## src/rtl/alu_arith_pkg.sv

```systemverilog
// rtl/alu_arith_pkg.sv - shared width, opcode strobe indices and priority encoder for the arithmetic slice
package alu_arith_pkg;

   localparam int WIDTH   = 8;
   localparam int NUM_OPS = 6;

   // Bit positions of each strobe inside the packed strobe vector
   localparam int OP_DEC = 0;
   localparam int OP_INC = 1;
   localparam int OP_ADD = 2;
   localparam int OP_SUB = 3;
   localparam int OP_CMP = 4;
   localparam int OP_NEG = 5;

   typedef enum logic [2:0] {
      SEL_NONE,
      SEL_DEC,
      SEL_INC,
      SEL_ADD,
      SEL_SUB,
      SEL_CMP,
      SEL_NEG
   } op_sel_e;

   // Strobes should be one-hot; when they are not, the lowest index wins
   function automatic op_sel_e prio_encode(input logic [NUM_OPS-1:0] strobes);
      op_sel_e sel;
      sel = SEL_NONE;
      if (strobes[OP_DEC])      sel = SEL_DEC;
      else if (strobes[OP_INC]) sel = SEL_INC;
      else if (strobes[OP_ADD]) sel = SEL_ADD;
      else if (strobes[OP_SUB]) sel = SEL_SUB;
      else if (strobes[OP_CMP]) sel = SEL_CMP;
      else if (strobes[OP_NEG]) sel = SEL_NEG;
      return sel;
   endfunction

endpackage

```

## src/rtl/add8_ripple.sv

```systemverilog
// rtl/add8_ripple.sv - ripple-carry adder built from chained full adders
module add8_ripple
   import alu_arith_pkg::*;
(
   input  logic [WIDTH-1:0] x,
   input  logic [WIDTH-1:0] y,
   input  logic             cin,
   output logic [WIDTH-1:0] s,
   output logic             cout
);

   logic carry;

   // One full adder per bit, carry rippling from bit 0 upward
   always_comb begin
      carry = cin;
      s     = '0;
      for (int i = 0; i < WIDTH; i++) begin
         s[i]  = x[i] ^ y[i] ^ carry;
         carry = (x[i] & y[i]) | (carry & (x[i] ^ y[i]));
      end
      cout = carry;
   end

endmodule

```

## src/rtl/alu_arithmetic.sv

```systemverilog
// rtl/alu_arithmetic.sv - arithmetic ALU slice: shared adder, operand muxes, registered sum and carry
module alu_arithmetic
   import alu_arith_pkg::*;
(
   input  logic             clk,
   input  logic             rst_n,
   input  logic             dec,
   input  logic             inc,
   input  logic             add,
   input  logic             sub,
   input  logic             cmp,
   input  logic             neg,
   input  logic [WIDTH-1:0] a,
   input  logic [WIDTH-1:0] b,
   output logic [WIDTH-1:0] sum,
   output logic             c_out
);

   logic [NUM_OPS-1:0] strobes;
   op_sel_e            sel;
   logic [WIDTH-1:0]   x, y, s;
   logic               cin, cout;
   logic [WIDTH-1:0]   sum_q, sum_d;
   logic               c_q, c_d;

   assign strobes = {neg, cmp, sub, add, inc, dec};
   assign sel     = prio_encode(strobes);

   // Operand selection: every op is expressed as X + Y + cin on the one adder
   always_comb begin
      x   = a;
      y   = '0;
      cin = 1'b0;
      case (sel)
         SEL_ADD: begin y = b;              cin = 1'b0; end
         SEL_SUB,
         SEL_CMP: begin y = ~b;             cin = 1'b1; end
         SEL_INC: begin y = '0;             cin = 1'b1; end
         SEL_DEC: begin y = {WIDTH{1'b1}};  cin = 1'b0; end
         SEL_NEG: begin x = '0; y = ~a;     cin = 1'b1; end
         default: ;
      endcase
   end

   add8_ripple u_adder (
      .x    (x),
      .y    (y),
      .cin  (cin),
      .s    (s),
      .cout (cout)
   );

   // Next-state: cmp only touches the carry, no strobe holds both registers
   always_comb begin
      sum_d = sum_q;
      c_d   = c_q;
      case (sel)
         SEL_NONE: ;
         SEL_CMP:  c_d = cout;
         default: begin
            sum_d = s;
            c_d   = cout;
         end
      endcase
   end

   // Output registers with asynchronous clear
   always_ff @(posedge clk or negedge rst_n) begin
      if (!rst_n) begin
         sum_q <= '0;
         c_q   <= 1'b0;
      end else begin
         sum_q <= sum_d;
         c_q   <= c_d;
      end
   end

   assign sum   = sum_q;
   assign c_out = c_q;

endmodule

```

## config.mk

```make
export PLATFORM = sky130hd
export DESIGN_NAME = alu_arithmetic
export DESIGN_NICKNAME = d
export VERILOG_FILES = /design/src/rtl/alu_arith_pkg.sv /design/src/rtl/add8_ripple.sv /design/src/rtl/alu_arithmetic.sv
export SDC_FILE = /design/constraint.sdc
export NUM_CORES = 1
export LEC_CHECK = 0
export CORE_AREA = 2 2 55 57
export DETAILED_ROUTE_END_ITERATION = 10
export DIE_AREA = 0 0 57 59
export MAX_ROUTING_LAYER = met4
export PLACE_DENSITY = 0.59
export SLEW_MARGIN = 20
export SYNTH_ARGS = -nofsm -noshare
export SYNTH_HDL_FRONTEND = slang
export SYNTH_SLANG_ARGS = --single-unit
```

## constraint.sdc

```tcl
create_clock -name clk -period 2.9 [get_ports clk]
set_clock_uncertainty 0.2 [all_clocks]
set_input_delay 0.725 -clock clk [delete_from_list [all_inputs] [get_ports clk]]
set_output_delay 0.725 -clock clk [all_outputs]
set_load 0.01 [all_outputs]
```

==> impl_metrics.tcl <==
set metrics [dict create \
    viasPerCell 4.708 \
    finish.instance_area_um2 1305 \
    synthTopCellsByArea "dfrtp_1 28%, fa_1 20%, o221a_2 10%, mux2i_1 8.9%, a21oi_1 5.7%" \
    initial_utilization 0.2918 \
    fin_cells 154 \
    h-tree-depth 1 \
    cts_root_buffer "clkbuf_4" \
    min_to "sum[3]" \
    yosysSeqAreaShare 0.2848 \
    r2r_end "sum[1]" \
    grt_pass1_vias 798 \
    overflow 0 \
    total_leakage_power_nw 0.5528 \
    rsz0062_at_grt "yes" \
    synth-edff-count 0 \
    finalWorstSetupSlack_ns -1.516 \
    violations "negative setup slack" \
    num_vias 725 \
    drive_above_1_share 0.3902 \
    hp-start "sum[3]" \
    postPlaceCellArea_um2 1236 \
    p_per_area_nw_per_um2 378.4 \
    yosys_warnings 0 \
    maxCapViolCount 0 \
    cts_tree "built" \
    syn_avg_cell_area_um2 10.54 \
    drt_first_pass_iters 4 \
    period_share 1.523 \
    outcome "finished with violations" \
    cts_buffers 3 \
    syn_area_um2 790.8 \
    hold_class "flip-flop to flip-flop" \
    wirelength_um 1932 \
    die_area_um2 3363 \
    grt_max_degree 11 \
    synth_top_area_share 0.2848 \
    slew_headroom 0.7048 \
    startpoint_type "input pin" \
    rrSetupSlack_ns 1.96 \
    synth_nets 107 \
    die_x_um 57 \
    fin_nets 156 \
    worstPathRequired_ns 2.90 \
    vdd_drop_max_uv 184.7 \
    setup_violations 6 \
    ys_ff_latch 9 \
    wl_per_cell_um 12.55 \
    io_buffers 32 \
    ant_nets 0 \
    holdPathStages 2 \
    fmax_ghz 0.2264 \
    path_class "input pin to flip-flop" \
    areaGrowthSynthToFinish_pct 65.03 \
    post-route-min-period_ns 4.416 \
    report.final.slew_viol_count 0 \
    die_h_um 59 \
    finalHoldViolCount 0 \
    synth-main-ff-cell "dfrtp_1" \
    antenna_found_initial 0 \
    path_clk_slew_ns 0.06 \
    grt_pass1_wl_um 3256 \
    synth_cells 75 \
    r2r-start "sum[1]" \
    cp-end-kind "flip-flop" \
    num_rows 19 \
    worstPathArrival_ns 4.42 \
    n_antenna_cell 0 \
    async_reset_ff_frac 1.000 \
    numPlacedInstances 146 \
    first_iter_violations 11 \
    post-route-drc-count 0 \
    path_max_fanout 3 \
    io_pins 33 \
    tightest_slew_ns 0.4413 \
    core-area_um2 2710 \
    clk_latency_ns 0.26 \
    clockBufferDepth 2 \
    grtUsageTotal 0.1343 \
    synth_common_cells "9 x a21oi_1, 9 x dfrtp_1, 9 x inv_1" \
    gp_congestion 0.7984 \
    yosysUniqueCellTypes 23 \
    synth.largest_area_cell "dfrtp_1" \
    place.detailed.hpwl_um 1604 \
    worstRegToRegCells 1 \
    cts_sinks 9 \
]
-- power breakdown --
| part | switching (mW) | internal, mW | leakage (nW) | total [mW] |
|---|---|---|---|---|
| Clock | 0.0458 | 0.0531 | 0.0150 | 0.0989 |
| Combinational | 0.0900 | 0.135 | 0.433 | 0.225 |
| Sequential | 0.0145 | 0.155 | 0.104 | 0.170 |
-- worst max-delay path by stage --
stage | startpoint | end | slack, ns | cells past startpoint
after global placement | inc | c_out | -2.24 | 16
final | add | c_out | -1.52 | 16
after global routing | add | c_out | -1.63 | 16
after CTS | dec | c_out | -1.50 | 16
after detailed placement | inc | sum[7] | -2.28 | 15
after floorplan | dec | sum[7] | -1.84 | 16
-- timing repair --
item                                   in CTS  in global routing
gates resized for setup                    32                  1
setup endpoints to repair                   8                  6
buffers inserted                            4                  0
endpoints found under the hold margin       0                  0
pin swaps                                   4                  2
hold buffers                                0                  0
-- worst max-delay path: stages --
cell	delay, ns
buf_8	0.10
nor3_4	0.23
nand3_2	0.13
o221a_4	0.28
fa_2	0.35
inv_2	0.06
fa_2	0.18
inv_2	0.04
fa_2	0.34
fa_2	0.35
fa_2	0.35
fa_2	0.35
fa_2	0.34
fa_1	0.37
a21oi_1	0.12
a31o_2	0.11
-- registers in the layout, indices dropped and copies added (netlist names) --
name / cells
c_out: 1
sum: 8
-- layout make-up --
cell class,instances,area (um2)
clock buffers,4,26.28
fillers,285,1405
inverters,9,33.78
multi-input cells,53,539.3
flip-flops and latches,9,225.2
well taps,31,38.79
repair buffers,48,441.7
-- logic make-up after synthesis --
group / Yosys count / synth area share
AO/OA/AOI/OAI: 20 / 0.1946
adder cells (fa/ha/maj): 8 / 0.2025
flip-flops: 9 / 0.2848
multiplexers: 8 / 0.1029
AND/OR/NAND/NOR: 17 / 0.1298
buffers and inverters: 13 / 0.08544
-- layout by cell type, fill, tap and decap left out, types with 2 or more instances in the layout --
cell type / count
inv_1: 7
nand2_1: 7
clkbuf_4: 3
o221a_2: 6
buf_4: 15
mux2i_1: 7
fa_2: 7
inv_2: 2
nor2b_1: 2
buf_2: 2
dfrtp_1: 9
buf_8: 2
clkdlybuf4s50_1: 24
a21oi_1: 9
dlygate4sd2_1: 3
-- per-layer routing --
layer | part of all wire | global-route usage | up-vias
li1 | - | - | 363
met1 | 0.41 | 0.1310 | 340
met2 | 0.54 | 0.2562 | 20
met3 | 0.040 | 0.01310 | 2
met4 | 0.014 | 0.07973 | 0
met5 | 0 | - | -
-- through the flow --
stage | worst slack (ns) | power, mW | TNS (ns) | util | hold slack (ns)
after floorplan | -1.845 | 0.2759 | -8.041 | - | 0.2294
after global placement | -2.238 | 0.3974 | -11.02 | 0.4561 | 0.2949
after detailed placement | -2.282 | 0.4003 | -11.36 | 0.4561 | 0.2951
after CTS | -1.499 | 0.5045 | -5.665 | 0.4801 | 0.3200
after global routing | -1.632 | 0.5385 | -6.386 | 0.4815 | 0.3297
final | -1.516 | 0.4938 | -5.777 | 0.4815 | 0.3152
(Power assumes the default switching activity.)
